`src/rtl/i2c_pkg.sv`:
```
// i2c_pkg: target FSM states and well-known addresses/locations
package i2c_pkg;
  typedef enum logic [3:0] {
    S_IDLE, S_ADDR, S_ADDR_ACK, S_IGNORE, S_LOC, S_LOC_ACK,
    S_WDATA, S_WDATA_ACK, S_RDATA, S_RACK
  } target_state_t;
  localparam logic [6:0] I2C_ADDR_SCROLL_HAT = 7'h74;
  localparam logic [7:0] LOC_COMMAND_REGISTER = 8'hFD;
endpackage

```
`src/rtl/i2c_target_regs_if.sv`:
```
// i2c_target_regs_if: I2C pins plus byte-register strobes between target and its host logic
interface i2c_target_regs_if;
  import i2c_pkg::*;
  logic scl_i, sda_i, scl_o, scl_e, sda_o, sda_e;
  logic wr_strobe, rd_req, addressed, xfer_done;
  logic [7:0] wr_location, wr_data, rd_location, rd_data;
  modport slave (
    input scl_i, sda_i, rd_data,
    output scl_o, scl_e, sda_o, sda_e, wr_strobe, wr_location, wr_data,
    rd_location, rd_req, addressed, xfer_done
  );
  modport master (
    output scl_i, sda_i, rd_data,
    input scl_o, scl_e, sda_o, sda_e, wr_strobe, wr_location, wr_data,
    rd_location, rd_req, addressed, xfer_done
  );
endinterface

```
`src/rtl/i2c_bus_monitor.sv`:
```
// i2c_bus_monitor: synchronises and glitch-filters SCL/SDA, emits edge and START/STOP pulses
module i2c_bus_monitor
  import i2c_pkg::*;
#(
  parameter int SYNC_STAGES = 2,
  parameter int FILTER_LEN = 3
) (
  input  logic clk,
  input  logic reset_n,
  input  logic scl_i,
  input  logic sda_i,
  output logic scl_rise,
  output logic scl_fall,
  output logic start,
  output logic stop,
  output logic sda_s
);
  logic [SYNC_STAGES-1:0] scl_sync, sda_sync;
  logic [FILTER_LEN-1:0] scl_hist, sda_hist;
  logic scl_f, sda_f, scl_p, sda_p;
  // Idle bus is high, so everything resets high to avoid a false edge after reset
  always_ff @(posedge clk)
    if (!reset_n) begin
      scl_sync <= '1;
      sda_sync <= '1;
      scl_hist <= '1;
      sda_hist <= '1;
      scl_f <= 1'b1;
      sda_f <= 1'b1;
      scl_p <= 1'b1;
      sda_p <= 1'b1;
    end else begin
      scl_sync <= {scl_sync[SYNC_STAGES-2:0], scl_i};
      sda_sync <= {sda_sync[SYNC_STAGES-2:0], sda_i};
      scl_hist <= {scl_hist[FILTER_LEN-2:0], scl_sync[SYNC_STAGES-1]};
      sda_hist <= {sda_hist[FILTER_LEN-2:0], sda_sync[SYNC_STAGES-1]};
      scl_f <= &scl_hist ? 1'b1 : ~|scl_hist ? 1'b0 : scl_f;
      sda_f <= &sda_hist ? 1'b1 : ~|sda_hist ? 1'b0 : sda_f;
      scl_p <= scl_f;
      sda_p <= sda_f;
    end
  assign scl_rise = scl_f & ~scl_p;
  assign scl_fall = ~scl_f & scl_p;
  assign start = scl_f & scl_p & sda_p & ~sda_f;
  assign stop = scl_f & scl_p & ~sda_p & sda_f;
  assign sda_s = sda_f;
endmodule

```
`src/rtl/i2c_target_regs.sv`:
```
// i2c_target_regs: I2C target exposing a byte-register interface with an auto-incrementing location pointer
module i2c_target_regs
  import i2c_pkg::*;
#(
  parameter logic [6:0] ADDRESS = I2C_ADDR_SCROLL_HAT,
  parameter int SYNC_STAGES = 2,
  parameter int FILTER_LEN = 3
) (
  input logic clk,
  input logic reset_n,
  i2c_target_regs_if.slave bus
);
  target_state_t state, state_n;
  logic [2:0] cnt, cnt_n;
  logic [7:0] shift, shift_n, ptr, ptr_n, wl, wl_n, wd, wd_n, byte_in;
  logic sda_e, sda_e_n, addr, addr_n, rw, rw_n, mack, mack_n;
  logic wr, wr_n, xd, xd_n, rd_req, ld;
  logic scl_rise, scl_fall, start, stop, sda_s;
  i2c_bus_monitor #(.SYNC_STAGES(SYNC_STAGES), .FILTER_LEN(FILTER_LEN)) u_mon (
    .clk(clk), .reset_n(reset_n), .scl_i(bus.scl_i), .sda_i(bus.sda_i),
    .scl_rise(scl_rise), .scl_fall(scl_fall), .start(start), .stop(stop), .sda_s(sda_s)
  );
  always_ff @(posedge clk)
    if (!reset_n) begin
      state <= S_IDLE;
      cnt <= '0;
      shift <= '0;
      ptr <= '0;
      wl <= '0;
      wd <= '0;
      sda_e <= 1'b0;
      addr <= 1'b0;
      rw <= 1'b0;
      mack <= 1'b0;
      wr <= 1'b0;
      xd <= 1'b0;
    end else begin
      state <= state_n;
      cnt <= cnt_n;
      shift <= shift_n;
      ptr <= ptr_n;
      wl <= wl_n;
      wd <= wd_n;
      sda_e <= sda_e_n;
      addr <= addr_n;
      rw <= rw_n;
      mack <= mack_n;
      wr <= wr_n;
      xd <= xd_n;
    end
  always_comb begin
    state_n = state;
    cnt_n = cnt;
    shift_n = shift;
    ptr_n = ptr;
    wl_n = wl;
    wd_n = wd;
    sda_e_n = sda_e;
    addr_n = addr;
    rw_n = rw;
    mack_n = mack;
    wr_n = 1'b0;
    xd_n = 1'b0;
    rd_req = 1'b0;
    ld = 1'b0;
    byte_in = {shift[6:0], sda_s};
    if (stop) begin
      state_n = S_IDLE;
      sda_e_n = 1'b0;
      addr_n = 1'b0;
      xd_n = addr;
    end else if (start) begin
      state_n = S_ADDR;
      cnt_n = '0;
      sda_e_n = 1'b0;
      addr_n = 1'b0;
    end else if (scl_rise) begin
      cnt_n = cnt + 3'd1;
      shift_n = state inside {S_ADDR, S_LOC, S_WDATA} ? byte_in : shift;
      case (state)
        S_ADDR: if (cnt == 3'd7) begin
          state_n = byte_in[7:1] == ADDRESS ? S_ADDR_ACK : S_IGNORE;
          rw_n = sda_s;
        end
        S_LOC: if (cnt == 3'd7) begin
          state_n = S_LOC_ACK;
          ptr_n = byte_in;
        end
        S_WDATA: if (cnt == 3'd7) begin
          state_n = S_WDATA_ACK;
          wr_n = 1'b1;
          wl_n = ptr;
          wd_n = byte_in;
          ptr_n = ptr + 8'd1;
        end
        S_RDATA: state_n = cnt == 3'd7 ? S_RACK : S_RDATA;
        S_RACK: begin
          state_n = sda_s ? S_IGNORE : S_RACK;
          mack_n = ~sda_s;
        end
        default: ;
      endcase
    end else if (scl_fall) begin
      case (state)
        // sda_e low marks the 8th fall (start of ACK slot), high marks the 9th (end of it)
        S_ADDR_ACK, S_LOC_ACK, S_WDATA_ACK:
          if (!sda_e) begin
            sda_e_n = 1'b1;
            addr_n = addr | (state == S_ADDR_ACK);
          end else if (state == S_ADDR_ACK && rw) ld = 1'b1;
          else begin
            sda_e_n = 1'b0;
            cnt_n = '0;
            state_n = state == S_ADDR_ACK ? S_LOC : S_WDATA;
          end
        S_RDATA: begin
          shift_n = {shift[6:0], 1'b0};
          sda_e_n = ~shift[6];
        end
        S_RACK: if (mack) ld = 1'b1;
          else sda_e_n = 1'b0;
        default: ;
      endcase
    end
    if (ld) begin
      rd_req = 1'b1;
      shift_n = bus.rd_data;
      sda_e_n = ~bus.rd_data[7];
      ptr_n = ptr + 8'd1;
      cnt_n = '0;
      mack_n = 1'b0;
      state_n = S_RDATA;
    end
  end
  assign bus.scl_o = 1'b0;
  assign bus.scl_e = 1'b0;
  assign bus.sda_o = 1'b0;
  assign bus.sda_e = sda_e;
  assign bus.wr_strobe = wr;
  assign bus.wr_location = wl;
  assign bus.wr_data = wd;
  assign bus.rd_location = ptr;
  assign bus.rd_req = rd_req;
  assign bus.addressed = addr;
  assign bus.xfer_done = xd;
endmodule
```
`src/flat_wrapper.sv`:
```
// flat-port wrapper written by rule: the top's interface ports become plain ports
module i2c_target_regs_flat import i2c_pkg::*;
#(
  parameter logic [6:0] ADDRESS = I2C_ADDR_SCROLL_HAT,
  parameter int SYNC_STAGES = 2,
  parameter int FILTER_LEN = 3
)
  (clk, reset_n, bus_scl_i, bus_sda_i, bus_rd_data, bus_scl_o, bus_scl_e, bus_sda_o, bus_sda_e, bus_wr_strobe, bus_wr_location, bus_wr_data, bus_rd_location, bus_rd_req, bus_addressed, bus_xfer_done);
  i2c_target_regs_if bus_i ();
  input logic clk;
  input logic reset_n;
  input wire logic [$bits(bus_i.scl_i)-1:0] bus_scl_i;
  input wire logic [$bits(bus_i.sda_i)-1:0] bus_sda_i;
  input wire logic [$bits(bus_i.rd_data)-1:0] bus_rd_data;
  output wire logic [$bits(bus_i.scl_o)-1:0] bus_scl_o;
  output wire logic [$bits(bus_i.scl_e)-1:0] bus_scl_e;
  output wire logic [$bits(bus_i.sda_o)-1:0] bus_sda_o;
  output wire logic [$bits(bus_i.sda_e)-1:0] bus_sda_e;
  output wire logic [$bits(bus_i.wr_strobe)-1:0] bus_wr_strobe;
  output wire logic [$bits(bus_i.wr_location)-1:0] bus_wr_location;
  output wire logic [$bits(bus_i.wr_data)-1:0] bus_wr_data;
  output wire logic [$bits(bus_i.rd_location)-1:0] bus_rd_location;
  output wire logic [$bits(bus_i.rd_req)-1:0] bus_rd_req;
  output wire logic [$bits(bus_i.addressed)-1:0] bus_addressed;
  output wire logic [$bits(bus_i.xfer_done)-1:0] bus_xfer_done;
  assign bus_i.scl_i = bus_scl_i;
  assign bus_i.sda_i = bus_sda_i;
  assign bus_i.rd_data = bus_rd_data;
  assign bus_scl_o = bus_i.scl_o;
  assign bus_scl_e = bus_i.scl_e;
  assign bus_sda_o = bus_i.sda_o;
  assign bus_sda_e = bus_i.sda_e;
  assign bus_wr_strobe = bus_i.wr_strobe;
  assign bus_wr_location = bus_i.wr_location;
  assign bus_wr_data = bus_i.wr_data;
  assign bus_rd_location = bus_i.rd_location;
  assign bus_rd_req = bus_i.rd_req;
  assign bus_addressed = bus_i.addressed;
  assign bus_xfer_done = bus_i.xfer_done;
  i2c_target_regs #(.ADDRESS(ADDRESS), .SYNC_STAGES(SYNC_STAGES), .FILTER_LEN(FILTER_LEN)) u_core (.clk(clk), .reset_n(reset_n), .bus(bus_i));
endmodule
```
`config.mk`:
```
export PLATFORM = sky130hd
export DESIGN_NAME = i2c_target_regs_flat
export DESIGN_NICKNAME = d
export VERILOG_FILES = /design/src/rtl/i2c_pkg.sv /design/src/rtl/i2c_target_regs_if.sv /design/src/rtl/i2c_bus_monitor.sv /design/src/rtl/i2c_target_regs.sv /design/src/flat_wrapper.sv
export SDC_FILE = /design/constraint.sdc
export NUM_CORES = 1
export LEC_CHECK = 0
export ABC_AREA = 1
export CORE_MARGIN = 2
export CORE_UTILIZATION = 48
export CTS_CLUSTER_SIZE = 24
export DETAILED_ROUTE_END_ITERATION = 10
export PLACE_DENSITY = 0.75
export SLEW_MARGIN = 20
export SYNTH_ARGS = -nofsm -noshare
export SYNTH_HDL_FRONTEND = slang
export SYNTH_SLANG_ARGS = --single-unit
```
`constraint.sdc`:
```
create_clock -name clk -period 1.8 [get_ports clk]
set_clock_uncertainty 0.15 [all_clocks]
set_input_delay 0.27 -clock clk [delete_from_list [all_inputs] [get_ports clk]]
set_output_delay 0.27 -clock clk [all_outputs]
set_load 0.005 [all_outputs]
```
==> results of run 1 <==
-- Yosys cell counts, types with 2 or more instances --
library cell                 n  area share (%)
sky130_fd_sc_hd__nand2_1   101              13
sky130_fd_sc_hd__nor2_1     66             8.6
sky130_fd_sc_hd__dfxtp_1    58              40
sky130_fd_sc_hd__o21ai_0    36             6.3
sky130_fd_sc_hd__inv_1      27             3.5
sky130_fd_sc_hd__nand3_1    20             3.5
sky130_fd_sc_hd__a21oi_1    19             3.3
sky130_fd_sc_hd__or2_2      11             2.4
sky130_fd_sc_hd__inv_2       9             1.2
sky130_fd_sc_hd__nor3_1      7             1.2
sky130_fd_sc_hd__ha_1        6             2.6
sky130_fd_sc_hd__clkbuf_1    5            0.65
sky130_fd_sc_hd__buf_4       4             1.0
sky130_fd_sc_hd__buf_6       4             1.6
sky130_fd_sc_hd__nand4_1     4            0.87
sky130_fd_sc_hd__nor2_2      4            0.87
sky130_fd_sc_hd__o211ai_1    4             1.0
sky130_fd_sc_hd__o21ai_1     4            0.70
sky130_fd_sc_hd__nand2_2     3            0.65
sky130_fd_sc_hd__nand3_2     3             1.0
sky130_fd_sc_hd__a211oi_1    2            0.52
sky130_fd_sc_hd__a31oi_1     2            0.43
sky130_fd_sc_hd__nor2_8      2             1.4
sky130_fd_sc_hd__xnor2_1     2            0.61
sky130_fd_sc_hd__xor2_1      2            0.61
-- sequential cells by signal, indices dropped and copies added, names as in the netlist, 2 cells and up --
name,flops
u_core.u_mon.scl_hist,3
u_core.bus.rd_location,8
u_core.u_mon.sda_sync,2
u_core.shift,7
u_core.state,4
u_core.u_mon.scl_sync,2
u_core.bus.wr_location,8
u_core.u_mon.sda_hist,3
u_core.cnt,3
u_core.bus.wr_data,8
-- cells by family after synthesis --
family / count (synthesis)
simple gates: 226
flops: 58
fa+ha+maj: 6
xor+xnor: 4
compound gates: 68
buf+inv: 50
other cells: 1
-- placed cells by master (no fill, tap or decap), drive strengths merged --
cell type,n
nand2,106
o211ai,4
xor2,2
or2,12
o21ai,40
nor2,73
clkinv,4
a31oi,2
a21oi,19
buf,68
conb,3
clkdlybuf4s50,37
o22ai,1
dfxtp,58
xnor2,2
nand4,4
clkbuf,10
ha,6
and2,1
nor3,7
nand3,23
dlymetal6s2s,2
inv,35
clkinvlp,3
nand3b,1
a211oi,2
bufinv,1
-- routing by layer --
metal  up-vias  GRT usage [%]  wire length (µm)
li1       1542              -                 -
met1      1531           32.2              3710
met2       166           46.6              4740
met3        38           7.25               677
met4         0           14.7               342
met5         -              0                 0
-- where the power goes --
group,switching [W],total [W],leakage (nW),internal (W)
sequential,0.00000222,0.00128,0.474,0.00128
clock,0.000597,0.00124,0.0921,0.000647
combinational,0.0000326,0.0000695,1.44,0.0000369
total,0.000632,0.00259,2.01,0.00196
-- final timing paths --
kind / from / end / slack, ps
hold / removal: u_core.u_mon.sda_sync[0]$_SDFF_PN1_ / u_core.u_mon.sda_sync[1]$_SDFF_PN1_ / 260
hold reg to reg: u_core.u_mon.sda_sync[0]$_SDFF_PN1_ / u_core.u_mon.sda_sync[1]$_SDFF_PN1_ / 260
setup reg to reg: u_core.u_mon.scl_f$_SDFFE_PP1N_ / u_core.shift[0]$_SDFFE_PN0P_ / -240
setup / recovery: u_core.u_mon.scl_f$_SDFFE_PP1N_ / u_core.shift[0]$_SDFFE_PN0P_ / -240
-- through the flow --
stage / power (W) / instances / setup TNS [ps] / util (%) / instance area [µm²]
after floorplan: 0.00135 / 415 / 0 / - / 2900
after global placement: 0.00138 / 565 / -3060 / 63.1 / 3690
after detailed placement: 0.00138 / 565 / -5110 / 63.1 / 3690
after CTS: 0.00260 / 591 / -1530 / 71.3 / 4170
after global routing: 0.00268 / 601 / -6140 / 76.3 / 4460
final: 0.00259 / 601 / -4130 / 76.3 / 4460
-- what timing repair did --
action | 4_1_cts | 5_1_grt
gates cloned | 2 | 0
buffers inserted | 9 | 13
resized for setup | 66 | 84
setup endpoints to repair | 43 | 50
pin swaps | 15 | 26
-- worst register-to-register path: cells and delay by family, from the launching register on --
kind	cells	cell delay, ps
and+or+nand+nor	6	620
buffers and inverters	3	420
DFF	1	390
adders and majority gates	1	180
AOI/OAI and AO/OA	1	160
-- cell type report --
class	count	area, µm²	area share, %
Multi-Input combinational cell	308	1790	40.1
Sequential cell	58	1190	26.7
Timing Repair Buffer	108	1020	22.8
Inverter	36	165	3.70
Clock buffer	9	124	2.78
Tap cell	75	93.8	2.10
Clock inverter	7	78.8	1.77
==> results.yml, run 1 <==
clock_network:
  post_cts_hold_buffer_count: 0
  cts_max_path_buffers: 2
  cts.root.buffer_cell: "sky130_fd_sc_hd__clkbuf_8"
  total_number_of_clock_tree_sinks: 58
  clk-insertion-delay-late_ps: 350
  clkTransAtPathRegs_ps: 70
  cts_tree: "built"
  cts-buffers-inserted: 9
  cts_htree_levels: 3
worst_setup_path:
  cp_num_buf_inv: 3
  critPathKind: "flop to flop"
  crit_path_end_kind: "flop"
  max_stage_delay_ps: 390
  path_cells: "ha_4 > nand3_4 > nand2_4 > buf_6 > buf_4 > nor2_2 > o211ai_1 > nand2_2 > buf_4 > nor2_1 > nor2_1"
  worstSetupPathDepth: 11
  critical_path.slowest_cell: "sky130_fd_sc_hd__dfxtp_4"
  rr_worst_depth: 11
  timing.critical_path.required_ps: 1890
  path_max_fanout: 6
  cp_top_family: "simple AND/OR/NAND/NOR gates"
  worst_setup_path_start_kind: "flop"
  worstPathArrival_ps: 2130
synth:
  synth.area.mux_share_pct: 0
  yosysWarningCount: 0
  yosys.area_share.xor_xnor_pct: 1.22
  yosys.area_share.adder_pct: 2.61
  synth_cells: 413
  seq_area_frac_synth_pct: 40.3
  syn_area_mm2: 0.00288
  synth.avg_cell_area_um2: 6.97
  synth-simple-area-share_pct: 35.1
  ys_seq_elements: 58
  synth-async-reset-ratio_pct: 0
  synth_compound_area_share_pct: 12.5
  synth_top_family_by_area: "simple AND/OR/NAND/NOR gates"
  ys_types: 33
  edff_count_synth: 0
  synthFlopType: "sky130_fd_sc_hd__dfxtp_1"
die:
  floorplan.core_area_mm2: 0.00585
  fp.dieArea_mm2: 0.00664
  floorplan.die.width_um: 81.5
  die_span_y_um: 81.5
  initial_utilization_pct: 49.2
  floorplan.io_pins: 44
  row_count: 28
power:
  max-vdd-ir-drop_mv: 0.514
  power-per-cell-area_mw_per_mm2: 581
  static-leakage-power_nw: 2.01
sta:
  post-route-period-util_pct: 113
  finalHoldWorstSlack_ps: 265
  fmax_mhz: 490
  final.setup.worst_slack_ps: -240
  timing.final.hold_violations: 0
  drv_slew: 0
  grt_setup_unrepaired: "true"
  min_period_ps: 2040
  setup-violations-final: 35
grt:
  largest_net_degree_at_the_start_of_global_routing: 34
  grt_first_pass_wirelength_um: 13800
  overflow_left_after_global_routing: 0
  gr-usage-all-layers_pct: 27.7
  grt_antenna_before_repair: 0
  vias_in_the_first_global_route: 2963
detailed_routing:
  drt_wl_total_um: 9480
  vias: 3277
  count_of_routing_violations_after_the_opening_detailed_route_iteration: 279
  vias_per_cell: 5.45
  detailedRoute.firstPassIterationCount: 6
  routedWlPerCell_um: 15.8
  antenna_violating_nets_post_route: 0
  route.detailed.drc: 0
layout:
  fillers: 385
  antenna_diode_count: 0
  area_delta_synth_final_pct: 55.0
  final_nets: 539
  layout_cell_share_with_drive_strength_beyond_1_pct: 36.5
placed_design:
  io_buffer_count: 40
  hpwlAfterDp_um: 5550
  place_ws_ps: -253
  gp_congestion: 0.972
status:
  violations: "setup timing"
  status: "finished, violations left"
job:
  timing.max_cap.violations: 0
min_path:
  hp-class: "flop to flop"
  worst_hold_stages: 1
(Power assumes the default switching activity.)
==> run 2: changes to the inputs <==
--- a/config.mk
+++ b/config.mk
@@ -15,3 +15,4 @@
 export SYNTH_ARGS = -nofsm -noshare
 export SYNTH_HDL_FRONTEND = slang
 export SYNTH_SLANG_ARGS = --single-unit
+export TNS_END_PERCENT = 50
==> run 2 against run 1 <==
  * Sequential power about the same
  * Combinational power shrank 1%
  * Die area unchanged
  * The run still ends with setup timing left
==> results.yml, run 2 (synthesis gave the netlist of run 1 again) <==
status:
  status: "finished, violations left"
  violations: "setup timing"
die:
  floorplan.core_area_mm2: 0.00585
  die_span_y_um: 81.5
  initial_utilization_pct: 49.2
  row_count: 28
  fp.dieArea_mm2: 0.00664
  floorplan.io_pins: 44
  floorplan.die.width_um: 81.5
placed_design:
  io_buffer_count: 40
  gp_congestion: 0.972
  hpwlAfterDp_um: 5550
detailed_routing:
  vias_per_cell: 5.37
  route.met2.wl_um: 4760
  routedWlPerCell_um: 15.4
  routedLengthMet1_um: 3750
  top_layer_used: "met4"
  count_of_routing_violations_after_the_opening_detailed_route_iteration: 207
  detailedRoute.firstPassIterationCount: 5
  drt_wl_total_um: 9280
  vias: 3225
  route.detailed.drc: 0
  antenna_violating_nets_post_route: 0
  routed-wl-met3_um: 538
sta:
  post-route-period-util_pct: 111
  fmax_mhz: 502
  timing.final.hold_violations: 0
  final.setup.worst_slack_ps: -193
  setup-violations-final: 35
  min_period_ps: 1990
  finalHoldWorstSlack_ps: 265
  grt_setup_unrepaired: "true"
  drv_slew: 0
clock_network:
  total_number_of_clock_tree_sinks: 58
  cts_max_path_buffers: 2
  cts-buffers-inserted: 9
  clkTransAtPathRegs_ps: 80
  cts.root.buffer_cell: "sky130_fd_sc_hd__clkbuf_8"
  post_cts_hold_buffer_count: 0
  clk-insertion-delay-late_ps: 350
  cts_tree: "built"
  cts_htree_levels: 3
grt:
  largest_net_degree_at_the_start_of_global_routing: 34
  gr-usage-all-layers_pct: 27.7
  vias_in_the_first_global_route: 2964
  overflow_left_after_global_routing: 0
  grt_antenna_before_repair: 0
  grt_first_pass_wirelength_um: 13800
min_path:
  hp-class: "flop to flop"
power:
  power-per-cell-area_mw_per_mm2: 586
  static-leakage-power_nw: 2.00
  max-vdd-ir-drop_mv: 0.497
worst_setup_path:
  cp_num_buf_inv: 3
  worstPathArrival_ps: 2090
  path_cells: "ha_4 > nand3_4 > nand2_4 > buf_6 > buf_4 > nor2_2 > o211ai_1 > nand2_2 > buf_6 > o21ai_0 > nor2_1"
  critPathKind: "flop to flop"
  critical_path.slowest_cell: "sky130_fd_sc_hd__dfxtp_4"
  path_max_fanout: 6
  worst_setup_path_start_kind: "flop"
  cp_top_family: "simple AND/OR/NAND/NOR gates"
  max_stage_delay_ps: 390
  cpMostUsedCell: "sky130_fd_sc_hd__buf_6"
  timing.critical_path.required_ps: 1900
  crit_path_end_kind: "flop"
layout:
  final_nets: 539
  utilization_pct: 75.5
  layout_commonest_cell: "sky130_fd_sc_hd__nand2_1"
  antenna_diode_count: 0
  fillers: 399
  mostFrequentLayoutCells: "sky130_fd_sc_hd__nand2_1, sky130_fd_sc_hd__buf_4, sky130_fd_sc_hd__nor2_1, sky130_fd_sc_hd__dfxtp_1, sky130_fd_sc_hd__clkdlybuf4s50_1"
  area_delta_synth_final_pct: 53.3
  layout_cell_share_with_drive_strength_beyond_1_pct: 34.8
job:
  timing.max_cap.violations: 0
[run 2: path summary, 6_finish.rpt]
path              cells after the start                             endpoint  slack [ps]                           startpoint
setup / recovery                     11         u_core.shift[1]$_SDFFE_PN0P_        -190      u_core.u_mon.scl_f$_SDFFE_PP1N_
hold / removal                        1  u_core.u_mon.sda_sync[1]$_SDFF_PN1_         260  u_core.u_mon.sda_sync[0]$_SDFF_PN1_
setup reg to reg                     11         u_core.shift[1]$_SDFFE_PN0P_        -190      u_core.u_mon.scl_f$_SDFFE_PP1N_
hold reg to reg                       1  u_core.u_mon.sda_sync[1]$_SDFF_PN1_         260  u_core.u_mon.sda_sync[0]$_SDFF_PN1_
[run 2: metal layers]
metal	up-vias	track usage, %
li1	1542	-
met1	1514	32.2
met2	141	46.6
met3	28	7.25
met4	0	14.7
met5	-	0
[run 2: layout make-up]
| class | instances | area [µm²] | share of cell area, % |
|---|---|---|---|
| Multi-Input combinational cell | 308 | 1750 | 39.7 |
| Timing Repair Buffer | 108 | 1020 | 23.1 |
| Sequential cell | 58 | 1180 | 26.8 |
| Clock buffer | 9 | 124 | 2.81 |
| Inverter | 36 | 165 | 3.74 |
| Clock inverter | 7 | 78.8 | 1.79 |
| Tap cell | 75 | 93.8 | 2.13 |
[run 2: power by group]
| part | internal (W) | leakage [nW] | switching (W) |
|---|---|---|---|
| logic | 0.0000368 | 1.43 | 0.0000318 |
| clock network | 0.000647 | 0.0921 | 0.000587 |
| registers | 0.00128 | 0.473 | 0.00000222 |
| total | 0.00197 | 2.00 | 0.000621 |
[run 2: timing repair]
item / 4_1_cts / 5_1_grt
setup buffers: 9 / 12
pin swaps: 14 / 20
setup endpoints to repair: 43 / 50
resized for setup: 67 / 67
gates cloned: 2 / 0
[run 2: per-stage QoR]
step                worst slack, ps  cells  instance area, µm²  TNS [ps]  total power [W]
floorplan                    0.0537    415                2900         0          0.00135
global placement               -222    565                3690     -3060          0.00138
detailed placement             -253    565                3690     -5110          0.00138
CTS                            -101    591                4170     -1540          0.00260
global route                   -259    601                4420     -6170          0.00268
finish                         -193    601                4420     -3940          0.00259
[run 2: worst register-to-register path: stages, from the launching register on]
cell and delay [ps]:
sky130_fd_sc_hd__dfxtp_4 390, sky130_fd_sc_hd__ha_4 180, sky130_fd_sc_hd__nand3_4 80, sky130_fd_sc_hd__nand2_4 100, sky130_fd_sc_hd__buf_6 130, sky130_fd_sc_hd__buf_4 120
sky130_fd_sc_hd__nor2_2 30, sky130_fd_sc_hd__o211ai_1 170, sky130_fd_sc_hd__nand2_2 200, sky130_fd_sc_hd__buf_6 170, sky130_fd_sc_hd__o21ai_0 140, sky130_fd_sc_hd__nor2_1 50
